**src/rtl/alu_seq_divider.sv**
```systemverilog
// ---------------------------------------------------------------------------
// alu_seq_divider
//
// Multi-cycle unsigned restoring divider. It sits beside the combinational
// ALU in the execute stage and does the inverse of the 8x8->16 multiply.
// A DIVIDEND_W-bit dividend divided by a DIVISOR_W-bit divisor gives a
// DIVIDEND_W-bit quotient and a DIVISOR_W-bit remainder. The divider
// produces one quotient bit per clock, MSB first. The control unit issues
// a start pulse and stalls the pipeline while busy is high.
//
// Ports:
//   clk          system clock, rising edge
//   rst_n        asynchronous active-low reset
//   start        request, sampled on the rising edge while IDLE or DONE
//   dividend     unsigned dividend, captured on the accepting edge
//   divisor      unsigned divisor, captured on the accepting edge
//   busy         high while an iteration is in progress
//   done         one-cycle pulse; results are valid from this cycle onward
//   quotient     registered quotient (all ones on divide by zero)
//   remainder    registered remainder (dividend LSBs on divide by zero)
//   zero_flag    registered, 1 when quotient == 0
//   div_by_zero  registered, 1 when the last accepted divisor was 0
// ---------------------------------------------------------------------------
module alu_seq_divider #(
    parameter int DIVIDEND_W = 16,
    parameter int DIVISOR_W  = 8
) (
    input  logic                  clk,
    input  logic                  rst_n,
    input  logic                  start,
    input  logic [DIVIDEND_W-1:0] dividend,
    input  logic [DIVISOR_W-1:0]  divisor,
    output logic                  busy,
    output logic                  done,
    output logic [DIVIDEND_W-1:0] quotient,
    output logic [DIVISOR_W-1:0]  remainder,
    output logic                  zero_flag,
    output logic                  div_by_zero
);

    localparam int               CNT_W     = $clog2(DIVIDEND_W + 1);
    localparam logic [CNT_W-1:0] LAST_ITER = CNT_W'(DIVIDEND_W - 1);

    typedef enum logic [1:0] {
        IDLE = 2'd0,
        RUN  = 2'd1,
        DONE = 2'd2
    } state_t;

    state_t                  state;
    logic [CNT_W-1:0]        count;
    logic [DIVISOR_W-1:0]    dsr;
    logic [DIVISOR_W-1:0]    pr;

    // Dividend bits leave at the MSB while quotient bits enter at the LSB.
    // After DIVIDEND_W shifts the register holds the whole quotient. It is
    // internal only; the quotient output is loaded just once, at completion.
    logic [DIVIDEND_W-1:0]   dq_sh;

    logic [DIVISOR_W:0]      trial;
    logic [DIVISOR_W-1:0]    trial_sub;
    logic                    q_bit;
    logic [DIVISOR_W-1:0]    pr_next;
    logic [DIVIDEND_W-1:0]   q_final;

    // One restoring step. The trial value is one bit wider than the divisor,
    // so the compare never overflows. When the subtraction is taken the true
    // difference is below the divisor. That difference fits in DIVISOR_W
    // bits, so a subtract that drops the top trial bit is exact. The stored
    // partial remainder therefore needs only DIVISOR_W bits.
    always_comb begin
        trial     = {pr, dq_sh[DIVIDEND_W-1]};
        q_bit     = (trial >= {1'b0, dsr});
        trial_sub = trial[DIVISOR_W-1:0] - dsr;
        pr_next   = q_bit ? trial_sub : trial[DIVISOR_W-1:0];
        q_final   = {dq_sh[DIVIDEND_W-2:0], q_bit};
    end

    // Control FSM and datapath registers. Outputs are registered and change
    // only at completion or on reset. A reset during RUN simply drops the
    // operation, so no done pulse is produced for it.
    always_ff @(posedge clk or negedge rst_n) begin
        if (!rst_n) begin
            state       <= IDLE;
            count       <= '0;
            dsr         <= '0;
            pr          <= '0;
            dq_sh       <= '0;
            busy        <= 1'b0;
            done        <= 1'b0;
            quotient    <= '0;
            remainder   <= '0;
            zero_flag   <= 1'b0;
            div_by_zero <= 1'b0;
        end else begin
            case (state)
                IDLE, DONE: begin
                    done <= 1'b0;
                    if (start) begin
                        dq_sh <= dividend;
                        dsr   <= divisor;
                        pr    <= '0;
                        count <= '0;
                        if (divisor != '0) begin
                            state <= RUN;
                            busy  <= 1'b1;
                        end else begin
                            // Divide by zero skips RUN and completes at once.
                            state       <= DONE;
                            done        <= 1'b1;
                            quotient    <= '1;
                            remainder   <= dividend[DIVISOR_W-1:0];
                            zero_flag   <= 1'b0;
                            div_by_zero <= 1'b1;
                        end
                    end else begin
                        state <= IDLE;
                    end
                end

                RUN: begin
                    pr    <= pr_next;
                    dq_sh <= q_final;
                    count <= count + 1'b1;
                    if (count == LAST_ITER) begin
                        state       <= DONE;
                        busy        <= 1'b0;
                        done        <= 1'b1;
                        quotient    <= q_final;
                        remainder   <= pr_next;
                        zero_flag   <= (q_final == '0);
                        div_by_zero <= 1'b0;
                    end
                end

                default: begin
                    state <= IDLE;
                    busy  <= 1'b0;
                    done  <= 1'b0;
                end
            endcase
        end
    end

endmodule

```
**config.mk**
```make
export PLATFORM = sky130hd
export DESIGN_NAME = alu_seq_divider
export DESIGN_NICKNAME = d
export VERILOG_FILES = /design/src/rtl/alu_seq_divider.sv
export SDC_FILE = /design/constraint.sdc
export NUM_CORES = 1
export LEC_CHECK = 0
export CORE_MARGIN = 2
export CORE_UTILIZATION = 48
export DETAILED_ROUTE_END_ITERATION = 10
export GPL_ROUTABILITY_DRIVEN = 0
export PLACE_DENSITY_LB_ADDON = 0.2
export SLEW_MARGIN = 20
export SYNTH_ARGS = -nofsm -noshare
export SYNTH_HDL_FRONTEND = slang
export SYNTH_SLANG_ARGS = --single-unit
```
**constraint.sdc**
```tcl
create_clock -name clk -period 2.3 [get_ports clk]
set_input_delay 0.46 -clock clk [delete_from_list [all_inputs] [get_ports clk]]
set_output_delay 0.46 -clock clk [all_outputs]
set_load 0.02 [all_outputs]
```
After elaboration in Yosys (flattened, before gate mapping)
Cells that the tools add are included.
{"block": "totals", "input_bits": 27, "word_cells": 64, "regBits": 67}
{"block": "classes", "n_reduce_logical": 9, "n_lt_le_gt_ge": 1, "n_eq_ne": 7, "muxes": 34, "add_sub_neg": 2}
{"cell": "$mux W16", "n": 4}
{"cell": "$pmux W16 S2", "n": 2}
{"cell": "$mux W8", "n": 5}
{"cell": "$pmux W8 S2", "n": 2}
{"cell": "$logic_not A16 Y1", "n": 1}
{"cell": "$mux W1", "n": 11}
{"cell": "$pmux W5 S2", "n": 1}
{"cell": "$ge A9 B8 Y1", "n": 1}
{"cell": "$ne A2 B2 Y1 const B", "n": 4}
{"cell": "$pmux W1 S2", "n": 4}
{"cell": "$reduce_bool A8 Y1", "n": 1}
{"cell": "$sub A8 B8 Y8", "n": 1}
{"cell": "$mux W2", "n": 3}
{"cell": "$add A5 B1 Y5 const B", "n": 1}
{"cell": "$eq A5 B4 Y1 const B", "n": 1}
{"cell": "$mux W5", "n": 1}
{"cell": "$pmux W2 S2", "n": 1}
{"cell": "$reduce_and A2 Y1", "n": 2}
{"cell": "$reduce_and A4 Y1", "n": 1}
{"cell": "$reduce_and A3 Y1", "n": 1}
{"cell": "$eq A2 B1 Y1 const B", "n": 1}
{"cell": "$eq A2 B2 Y1 const B", "n": 1}
{"cell": "$logic_not A2 Y1", "n": 1}
{"cell": "$reduce_bool A2 Y1", "n": 1}
{"cell": "$reduce_or A2 Y1", "n": 1}

Logic depth before layout (Yosys ltp)
Gate-level depths: netlist (run 1).
{"block": "logic_depth", "ltp_word": 4, "depth_mapped": 10, "depth_no_buf": 10}

Least setup slack after synthesis (run 1)
OpenSTA, ideal clock, no wires.
{"block": "synth_timing", "kind": "reg-to-reg", "start": "register dq_sh[15]", "end": "register remainder[6]", "setup_ns": 0.137, "arrival_ns": 2.075, "setup_slack_ns": 0.087, "path_stages_with_launch": 11, "n_path_buf": 0, "required_ns": 2.163, "path_cell_list": "dfrtp_1 -> inv_1 -> ha_1 -> inv_1 -> fa_1 -> and3_1 -> o21a_1 -> o21a_1 -> or3_1 -> a41oi_2 -> a21oi_1"}
{"block": "synth_via", "elab_chain_cells": 4}
{"element": "start: declaration", "line_no": "58", "text": "logic [DIVIDEND_W-1:0] dq_sh;"}
{"element": "start signal: assignment", "line_no": "100", "text": "dq_sh <= dividend;"}
{"element": "start signal: assignment", "line_no": "123", "text": "dq_sh <= q_final;"}
{"element": "$sub A8 B8 Y8 or $ge A9 B8 Y1 (tied branches)", "line_no": "74, 73"}
{"element": "$mux W8 *", "line_no": "75", "text": "pr_next = q_bit ? trial_sub : trial[DIVISOR_W-1:0];"}
{"element": "$mux W8 *", "line_no": "125", "text": "if (count == LAST_ITER) begin"}
{"element": "$pmux W8 S2 *", "line_no": "96", "text": "case (state)"}
{"element": "end signal: assignment", "line_no": "112", "text": "remainder <= dividend[DIVISOR_W-1:0];"}
{"element": "end signal: assignment", "line_no": "130", "text": "remainder <= pr_next;"}
{"element": "end: declaration", "line_no": "36", "text": "output logic [DIVISOR_W-1:0] remainder,"}
Every way passes the cells marked *; elsewhere a longest branch is shown, timed or not. The select of a mux whose other input is x is not followed.
A chain may end at the register's enable or synchronous reset.

Worst setup path after layout (run 1)
Ends and elaborated chain as after synthesis.

==> results of run 1 <==
cell type report:
cell class                 count  area [µm²]
fill                         515        2220
timing repair buffer          70         671
tap                           77        96.3
inverter                      13        48.8
clock inverter                 7         141
sequential                    66        1650
clock buffer                   9         124
multi-input combinational    254        1470
final timing paths:
path	from	depth (start not counted)	endpoint	slack [ns]
max	dq_sh[15]	10	remainder[6]	0.07
min	remainder[3]	2	remainder[3]	0.50
max reg2reg	dq_sh[15]	10	remainder[6]	0.07
min reg2reg	remainder[3]	2	remainder[3]	0.50
max in group asynchronous	rst_n	3	count[4]	1.10
min in group asynchronous	rst_n	2	dsr[4]	0.51
cell usage in the layout (no fill, tap or decap), drive strengths merged, types with 3 or more instances in the layout:
| cell type | Yosys | layout |
|---|---|---|
| buf | 3 | 16 |
| o21ai | 29 | 29 |
| a211oi | 3 | 3 |
| nor2 | 67 | 67 |
| nand3 | 6 | 6 |
| o21a | 3 | 3 |
| ha | 10 | 10 |
| o22ai | 12 | 12 |
| nand2b | 3 | 3 |
| nand2 | 43 | 43 |
| nor3 | 3 | 3 |
| and3 | 6 | 6 |
| nor4 | 5 | 5 |
| nor2b | 5 | 5 |
| a31oi | 8 | 8 |
| inv | 13 | 13 |
| clkdlybuf4s50 | 0 | 53 |
| a21oi | 24 | 24 |
| bufinv | 0 | 4 |
| clkbuf | 14 | 9 |
| dfrtp | 66 | 66 |
| mux2i | 6 | 6 |
what timing repair did:
action	CTS	global route
pin swaps	1	1
gates resized for setup	1	5
hold buffers	1	0
endpoints found under the setup margin	2	2
setup buffers	0	2
hold endpoints to repair	10	0
registers in the layout, indices dropped and copies added, names as in the netlist:
name and cells:
quotient 16, zero_flag 1, div_by_zero 1, busy 1, pr 8, state 1, remainder 8, count 5
done 1, dq_sh 16, dsr 8
per-layer routing:
layer  vias up  global-route usage  wire (µm)
met4         0              0.0938        146
met2       108               0.351       3740
met1      1318               0.333       3590
met3        11              0.0481        553
met5         -                   0          0
li1       1343                   -          -
kinds of logic (layout without fill, tap and decap cells):
kind of cell             after synthesis  after routing
multiplexers                           7              7
buffers and inverters                 30             99
adder cells (fa/ha/maj)               11             11
flip-flops                            66             66
AO/OA/AOI/OAI                         90             90
AND/OR/NAND/NOR                      144            144
XOR/XNOR                               2              2
metrics by stage:
stage               setup WS (ns)  area, µm²  hold WS, ns  TNS [ns]  utilization
finish                     0.0664       4200        0.504         0        0.654
global route              -0.0211       4200        0.549   -0.0371        0.654
detailed placement        -0.0536       3890        0.360   -0.0701        0.605
floorplan                  0.0874       3220        0.164         0            -
CTS                       0.00340       4170        0.495         0        0.649
global placement           0.0102       3890        0.352         0        0.605
worst min-delay path, stage by stage, from the launching register on:
cell and delay, ns:
dfrtp_1 0.35, a21oi_1 0.06, o21ai_0 0.06
report_power, final:
group,total [mW],internal [mW],leakage [nW],switching (mW)
Sequential,2.11,1.71,0.739,0.399
Combinational,3.58,1.61,0.911,1.97
Clock,1.30,0.829,0.129,0.468
Total,6.99,4.15,1.78,2.84
==> metrics.md, run 1 <==
| Metric | Value |
|---|---|
| GR Overflow Total | 0 |
| H-tree lvl count | 3 |
| Final Hold Fails | 0 |
| Synth async-reset ratio | 1.00 |
| Largest family of logic cells by synthesized area | simple AND/OR/NAND/NOR gates |
| Core box area | 0.00642 mm² |
| Yosys cell types | 47 |
| Max-cap viol count | 0 |
| Vias in the first global route | 2567 |
| Cell Area, Synth | 0.00322 mm² |
| Sink Count | 66 |
| Largest area contributor in the netlist | dfrtp_1 |
| CP Class | flop to flop |
| Row cnt | 29 |
| First DRT Iteration DRCs | 184 |
| Via Count | 2780 |
| CP max stage delay | 0.40 ns |
| DRT Pass-1 Iters | 5 |
| CP required | 2.53 ns |
| Crit-path max FO | 2 |
| Post-Synth Adder-Cell Area | 0.0451 |
| Post-synthesis sequential area ratio | 0.513 |
| Starting Density | 0.501 |
| Initial antenna violation count | 0 |
| Worst relative slew slack | 0.467 |
| Avg Inst Size Synth | 9.20 µm² |
| P per Cell Area | 1660 mW/mm² |
| Crit path max-delay family | compound AO/OA/AOI/OAI gates |
| GRT Overall Usage | 0.234 |
| Routed length per instance | 16.2 µm |
| Layout net count | 452 |
| Post-Synth XOR/XNOR Area | 0.00544 |
| FMAX | 0.448 GHz |
| Worst setup SP type | flop |
| Status | finished, final reports clean |
| Syn_nets | 388 |
| Non-Filler Instances | 496 |
| Hold crit path type | flop to flop |
| First-pass GRT wire length | 13.1 mm |
| #FFs+latches synth | 66 |
| CP Buf/Inv Count | 2 |
| CP cell instances | inv_2 > ha_4 > inv_2 > fa_2 > and3_4 > o21a_1 > o21a_1 > or3_1 > a41oi_2 > a21oi_1 |
| CTS buffer count | 9 |
| Top post-synthesis cells by area | dfrtp_1 (51%), nor2_1 (7.7%), nand2_1 (4.9%) |
| Antenna Nets Post-Route | 0 |
| Die X | 85.9 µm |
| Least-Margin Pin Slew | 0.796 ns |
| CP max stage cell | dfrtp_1 |
| Final Cycle Share | 0.971 |
| Top post-synthesis cells by count | dfrtp_1 (66), nor2_1 (66), nand2_1 (42) |
| Worst-path clk slew | 0.08 ns |
| DIE HEIGHT | 85.9 µm |
| Mapped Cells | 350 |
| CTS tree | yes |
| Synth warnings | 0 |
| HPWL Detailed | 5.57 mm |
| Clock buffer depth | 2 |
| Via/cell ratio | 5.60 |
| Routed WL | 8.03 mm |
| Post-synth EDFFs | 0 |
| # port buffers | 54 |
| Placed Cells | 477 |
| Critical Path Sink Type | flop |
| Yosys top cell area share | 0.513 |
| Share of cells above drive strength 1 | 0.115 |
| Largest net degree at the start of global routing | 32 |
| Final setup fails | 0 |
| Leak | 1.78 nW |
| Max VDD drop | 0.987 mV |
| Simple-Gate Fraction of Synth Area | 0.204 |
| Most used DFF post-synth | dfrtp_1 |
| Die ar. | 0.00738 mm² |
| Final max-slew violation count | 0 |
| Final Power | 6.99 mW |
| Antenna cells | 0 |
| Syn-to-layout area delta | 30.4% |
| Post-synthesis compound-gate area fraction | 0.172 |
| CTS root buffer | clkbuf_8 |
| Clk_lat worst skew | 0.35 ns |
| Critical Path AT | 2.46 ns |
| Clock Skew | 0.00955 ns |
| Top Ports | 55 |
| Minimum clock period | 2.23 ns |
| Post-route DRC | 0 |
| Mux share of post-synthesis cell area | 0.0221 |
No activity file was read; power rests on OpenSTA's default activity.
==> run 2: changes to the inputs <==
--- a/config.mk
+++ b/config.mk
@@ -5,6 +5,7 @@
 export SDC_FILE = /design/constraint.sdc
 export NUM_CORES = 1
 export LEC_CHECK = 0
+export CORE_ASPECT_RATIO = 0.5
 export CORE_MARGIN = 2
 export CORE_UTILIZATION = 48
 export DETAILED_ROUTE_END_ITERATION = 10
==> run 2 against run 1 <==
Net effect:
- core utilization grew 0.11 points
- sequential power is essentially flat
- clock power grew 23%
- clock skew shrank 0.0027 ns
- non-clock buffer count grew 2
- global-route usage shrank 0.79 points
- flip-flop and latch count is the same
- critical endpoint unchanged
- highest routed layer unchanged
==> metrics.md, run 2 (synthesis results as in run 1) <==
| Metric | Value |
|---|---|
| # port buffers | 54 |
| DIE HEIGHT | 61.9 µm |
| Final Power | 7.32 mW |
| Critical Path Sink Type | flop |
| Critical Path AT | 2.44 ns |
| CTS buffer count | 9 |
| CP Buf/Inv Count | 2 |
| HPWL Detailed | 5.48 mm |
| First-pass GRT wire length | 12.5 mm |
| Clock Skew | 0.00684 ns |
| Via/cell ratio | 5.42 |
| Final Hold Fails | 0 |
| Crit-path max FO | 2 |
| Worst relative slew slack | 0.479 |
| Worst-path clk slew | 0.06 ns |
| Layout net count | 454 |
| Commonest non-fill, non-tap cells in the layout | nor2_1 (66), dfrtp_1 (66), clkdlybuf4s50_1 (53) |
| Largest net degree at the start of global routing | 67 |
| Max VDD drop | 0.731 mV |
| Clk_lat worst skew | 0.34 ns |
| Final Cycle Share | 0.972 |
| Critical Path Start | dq_sh[15] |
| CP Class | flop to flop |
| Die X | 120 µm |
| Final setup fails | 0 |
| Antenna cells | 0 |
| DRT Pass-1 Iters | 4 |
| Sink Count | 66 |
| Antenna Nets Post-Route | 0 |
| R2R Path Start | dq_sh[15] |
| Routed WL | 7.73 mm |
| H-tree lvl count | 3 |
| WHS | 0.135 ns |
| GR Overflow Total | 0 |
| Status | finished, final reports clean |
| Hold-fix buffers at CTS | 0 |
| First DRT Iteration DRCs | 204 |
| Crit path max-delay family | compound AO/OA/AOI/OAI gates |
| Vias in the first global route | 2548 |
| Initial antenna violation count | 0 |
| Post-route DRC | 0 |
| Row cnt | 21 |
| P per Cell Area | 1690 mW/mm² |
| Post-route core utilization | 0.655 |
| Hold crit path type | input pin to asynchronous set/reset pin |
| Least-Margin Pin Slew | 0.779 ns |
| Minimum clock period | 2.23 ns |
| Via Count | 2780 |
| Final max-slew violation count | 0 |
| Setup TNS | 0 ns |
| CTS root buffer | clkbuf_16 |
| CP cell instances | inv_2 > ha_4 > inv_2 > fa_2 > and3_4 > o21a_1 > o21a_1 > or3_1 > a41oi_2 > a21oi_1 |
| Die ar. | 0.00742 mm² |
| Biggest regs | dq_sh x16, quotient x16 |
| Worst setup SP type | flop |
| Filler cells | 549 |
| Clock buffer depth | 2 |
| CP max stage cell | dfrtp_1 |
| CP required | 2.51 ns |
| Routed length per instance | 15.1 µm |
| Core box area | 0.00660 mm² |
| Share of cells above drive strength 1 | 0.119 |
| CTS tree | yes |
| Placed Area | 0.00393 mm² |
| Register area | 0.00165 mm² |
| GRT Overall Usage | 0.226 |
| Final instance area | 0.00432 mm² |
| Starting Density | 0.488 |
| Multi-input combinational cell area | 0.00147 mm² |
| Top Ports | 55 |
| Max-cap viol count | 0 |
| Syn-to-layout area delta | 34.1% |
| FMAX | 0.448 GHz |
| CP max stage delay | 0.40 ns |
| Leak | 1.83 nW |
run 2: cell types whose count changed in the layout (fill, tap and decap cells not counted):
cell           previous run  this run
buf_4                    14        17
bufinv_16                 4         3
clkbuf_1                  0         1
clkbuf_16                 0         9
clkbuf_8                  9         2
clkinv_2                  1         0
clkinv_4                  1         0
dlygate4sd3_1             1         0
run 2: final cells by class:
type                    instances  area share
inverters                      13      0.0113
well taps                      92      0.0267
clock inverters                 4      0.0226
repair buffers                 72       0.158
flip-flops and latches         66       0.382
multi-input cells             254       0.340
clock buffers                  12      0.0594
run 2: worst paths after layout:
path	endpoint	slack (ns)	depth (start not counted)
max	remainder[6]	0.07	10
min	dsr[2]	0.14	2
max reg2reg	remainder[6]	0.07	10
min reg2reg	div_by_zero	0.49	2
max in group asynchronous	quotient[15]	1.89	2
min in group clk	div_by_zero	0.49	2
run 2: report_power, final:
part | leakage (nW) | switching, mW | internal (mW)
sequential | 0.739 | 0.395 | 1.72
combinational | 0.923 | 1.98 | 1.63
clock | 0.169 | 0.480 | 1.12
total | 1.83 | 2.86 | 4.46
run 2: timing repair:
item / in CTS / in global routing
resized for setup: 3 / 3
setup endpoints to repair: 2 / 2
pin swaps: 1 / 2
buffers inserted: 0 / 2
run 2: per-layer routing:
layer / vias to the layer above / track usage / part of all wire
met2: 61 / 0.377 / 0.47
met5: - / 0 / 0
met3: 8 / 0.0684 / 0.046
met4: 0 / 0.0672 / 0.010
li1: 1357 / - / -
met1: 1354 / 0.295 / 0.47
run 2: stage by stage:
step / setup WS [ns] / cells
6_report: 0.0655 / 513
5_1_grt: -0.00269 / 513
4_1_cts: 0.0332 / 511
3_5_place_dp: -0.0398 / 495
3_3_place_gp: 0.0253 / 495
2_1_floorplan: 0.0874 / 350
==> run 3: changes to the inputs <==
--- a/config.mk
+++ b/config.mk
@@ -11,6 +11,7 @@
 export DETAILED_ROUTE_END_ITERATION = 10
 export GPL_ROUTABILITY_DRIVEN = 0
 export PLACE_DENSITY_LB_ADDON = 0.2
+export SKIP_CTS_REPAIR_TIMING = 1
 export SLEW_MARGIN = 20
 export SYNTH_ARGS = -nofsm -noshare
 export SYNTH_HDL_FRONTEND = slang
==> run 3 against run 2 <==
Net effect:
- combinational power hardly changed
- global-route usage is 0.13 points lower
- clock power hardly changed
- hold slack worse by 0.00094 ns
- sequential share of layout area is 0.066 points lower
- critical endpoint unchanged
- count of clock-buffer cells in the layout stayed put
- via count is 0.29% higher
- power is 0.40% higher
- core utilization is 0.11 points higher
- cell count is 0.19% higher
- largest power group unchanged
- final area is 0.17% higher
- die area stayed put
- largest cell class unchanged
==> metrics.md, run 3 (synthesis results as in run 1) <==
| Metric | Value |
|---|---|
| Status | finished, final reports clean |
| CP Class | flop to flop |
| Syn-to-layout area delta | 34.3% |
| Largest net degree at the start of global routing | 67 |
| First-pass GRT wire length | 12.4 mm |
| Clock Skew | 0.00575 ns |
| HPWL Detailed | 5.48 mm |
| CTS root buffer | clkbuf_16 |
| Filler cells | 550 |
| Placed Area | 0.00393 mm² |
| Final Cycle Share | 0.972 |
| DP Worst Slack | -0.0398 ns |
| Crit-path max FO | 2 |
| Hold crit path type | input pin to asynchronous set/reset pin |
| Die X | 120 µm |
| Antenna cells | 0 |
| DIE HEIGHT | 61.9 µm |
| Layout net count | 455 |
| Routed length per instance | 15.1 µm |
| Minimum clock period | 2.24 ns |
| Internal power | 4.48 mW |
| Worst Reg-to-Reg Cells | 10 |
| Least-Margin Pin Slew | 0.797 ns |
| CTS tree | yes |
| Critical Path AT | 2.44 ns |
| Setup TNS | 0 ns |
| Clock power frac | 0.217 |
| CP cell instances | inv_2 > ha_4 > inv_2 > fa_2 > and3_4 > o21a_1 > o21a_1 > or3_1 > a41oi_2 > a21oi_1 |
| Starting Density | 0.488 |
| Biggest regs | dq_sh x16, quotient x16 |
| Sw Pwr | 2.87 mW |
| GR Overflow Total | 0 |
| Multi-input combinational cell area | 0.00147 mm² |
| Commonest non-fill, non-tap cells in the layout | nor2_1 (66), dfrtp_1 (66), clkdlybuf4s50_1 (53) |
| GR peak layer | met2 |
| CP max stage cell | dfrtp_1 |
| DRT Pass-1 Iters | 4 |
| Clk_lat worst skew | 0.33 ns |
| Sink Count | 66 |
| GR Util met3 | 0.0684 |
| Worst-path clk slew | 0.05 ns |
| Register area | 0.00165 mm² |
| FMAX | 0.447 GHz |
| Share of cells above drive strength 1 | 0.121 |
| Die ar. | 0.00742 mm² |
| Post-route DRC | 0 |
| Flop pwr share | 0.287 |
| Row cnt | 21 |
| Final instance area | 0.00433 mm² |
| Worst setup margin | 0.0641 ns |
| Leak | 1.84 nW |
| Clock buffer depth | 2 |
| Met1 usage in global routing | 0.294 |
| Unrepaired setup endpoints after global routing | true |
| Vias in the first global route | 2526 |
| Placed Cells | 495 |
| Core box area | 0.00660 mm² |
| Non-Filler Instances | 514 |
| CP required | 2.51 ns |
| Max VDD drop | 0.733 mV |
| Final setup fails | 0 |
| Post-route core utilization | 0.656 |
| # port buffers | 54 |
| H-tree lvl count | 3 |
| Worst relative slew slack | 0.467 |
| Max-cap viol count | 0 |
| Initial antenna violation count | 0 |
| Final Hold Fails | 0 |
| P per Cell Area | 1700 mW/mm² |
| Switching share of power | 0.390 |
| GRT Overall Usage | 0.225 |
| CP max stage delay | 0.39 ns |
| Via Count | 2788 |
| CTS buffer count | 9 |
| Worst setup SP type | flop |
| Via/cell ratio | 5.42 |
| Met2 usage | 0.373 |
| First DRT Iteration DRCs | 245 |
| Antenna Nets Post-Route | 0 |
| Critical Path Sink Type | flop |
| Top Ports | 55 |
| Routed WL | 7.78 mm |
| Combinational power share | 0.496 |
| Final max-slew violation count | 0 |
-- run 3: stage by stage --
| step | power [mW] | hold WS (ns) |
|---|---|---|
| final | 7.35 | 0.134 |
| after global routing | 7.89 | 0.158 |
| after CTS | 7.27 | 0.139 |
| after detailed placement | 5.62 | 0.486 |
| after global placement | 5.51 | 0.464 |
| after floorplan | 4.50 | 0.164 |
-- run 3: final cells by class --
| cell class | count | area share |
|---|---|---|
| tap | 92 | 0.0266 |
| multi-input combinational | 254 | 0.339 |
| clock buffer | 12 | 0.0593 |
| inverter | 13 | 0.0113 |
| timing repair buffer | 73 | 0.160 |
| sequential | 66 | 0.382 |
| clock inverter | 4 | 0.0226 |
-- run 3: power by group through the flow --
stage	registers [mW]	clock network (mW)	logic, mW
floorplan	2.29	0	2.22
global route	2.19	1.68	4.02
global placement	2.09	0	3.42
CTS	2.10	1.63	3.54
detailed placement	2.12	0	3.50
finish	2.11	1.59	3.64
-- run 3: worst paths after layout --
path / to / slack [ns] / from
hold / removal: dsr[2] / 0.13 / rst_n
min in group clk: div_by_zero / 0.50 / div_by_zero
setup reg to reg: remainder[6] / 0.06 / dq_sh[15]
max in group asynchronous: quotient[15] / 1.89 / rst_n
hold reg to reg: div_by_zero / 0.50 / div_by_zero
setup / recovery: remainder[6] / 0.06 / dq_sh[15]
-- run 3: layer usage --
metal,part of all wire,vias up
met4,0.013,0
met3,0.047,11
met2,0.48,64
met1,0.46,1355
met5,0,-
li1,-,1358
-- run 3: worst max-delay path: cells and delay by family, from the launching register on --
| kind | cells | cell delay [ns] |
|---|---|---|
| compound gates | 4 | 0.64 |
| simple gates | 2 | 0.48 |
| fa+ha+maj | 2 | 0.47 |
| flops | 1 | 0.39 |
| buf+inv | 2 | 0.12 |
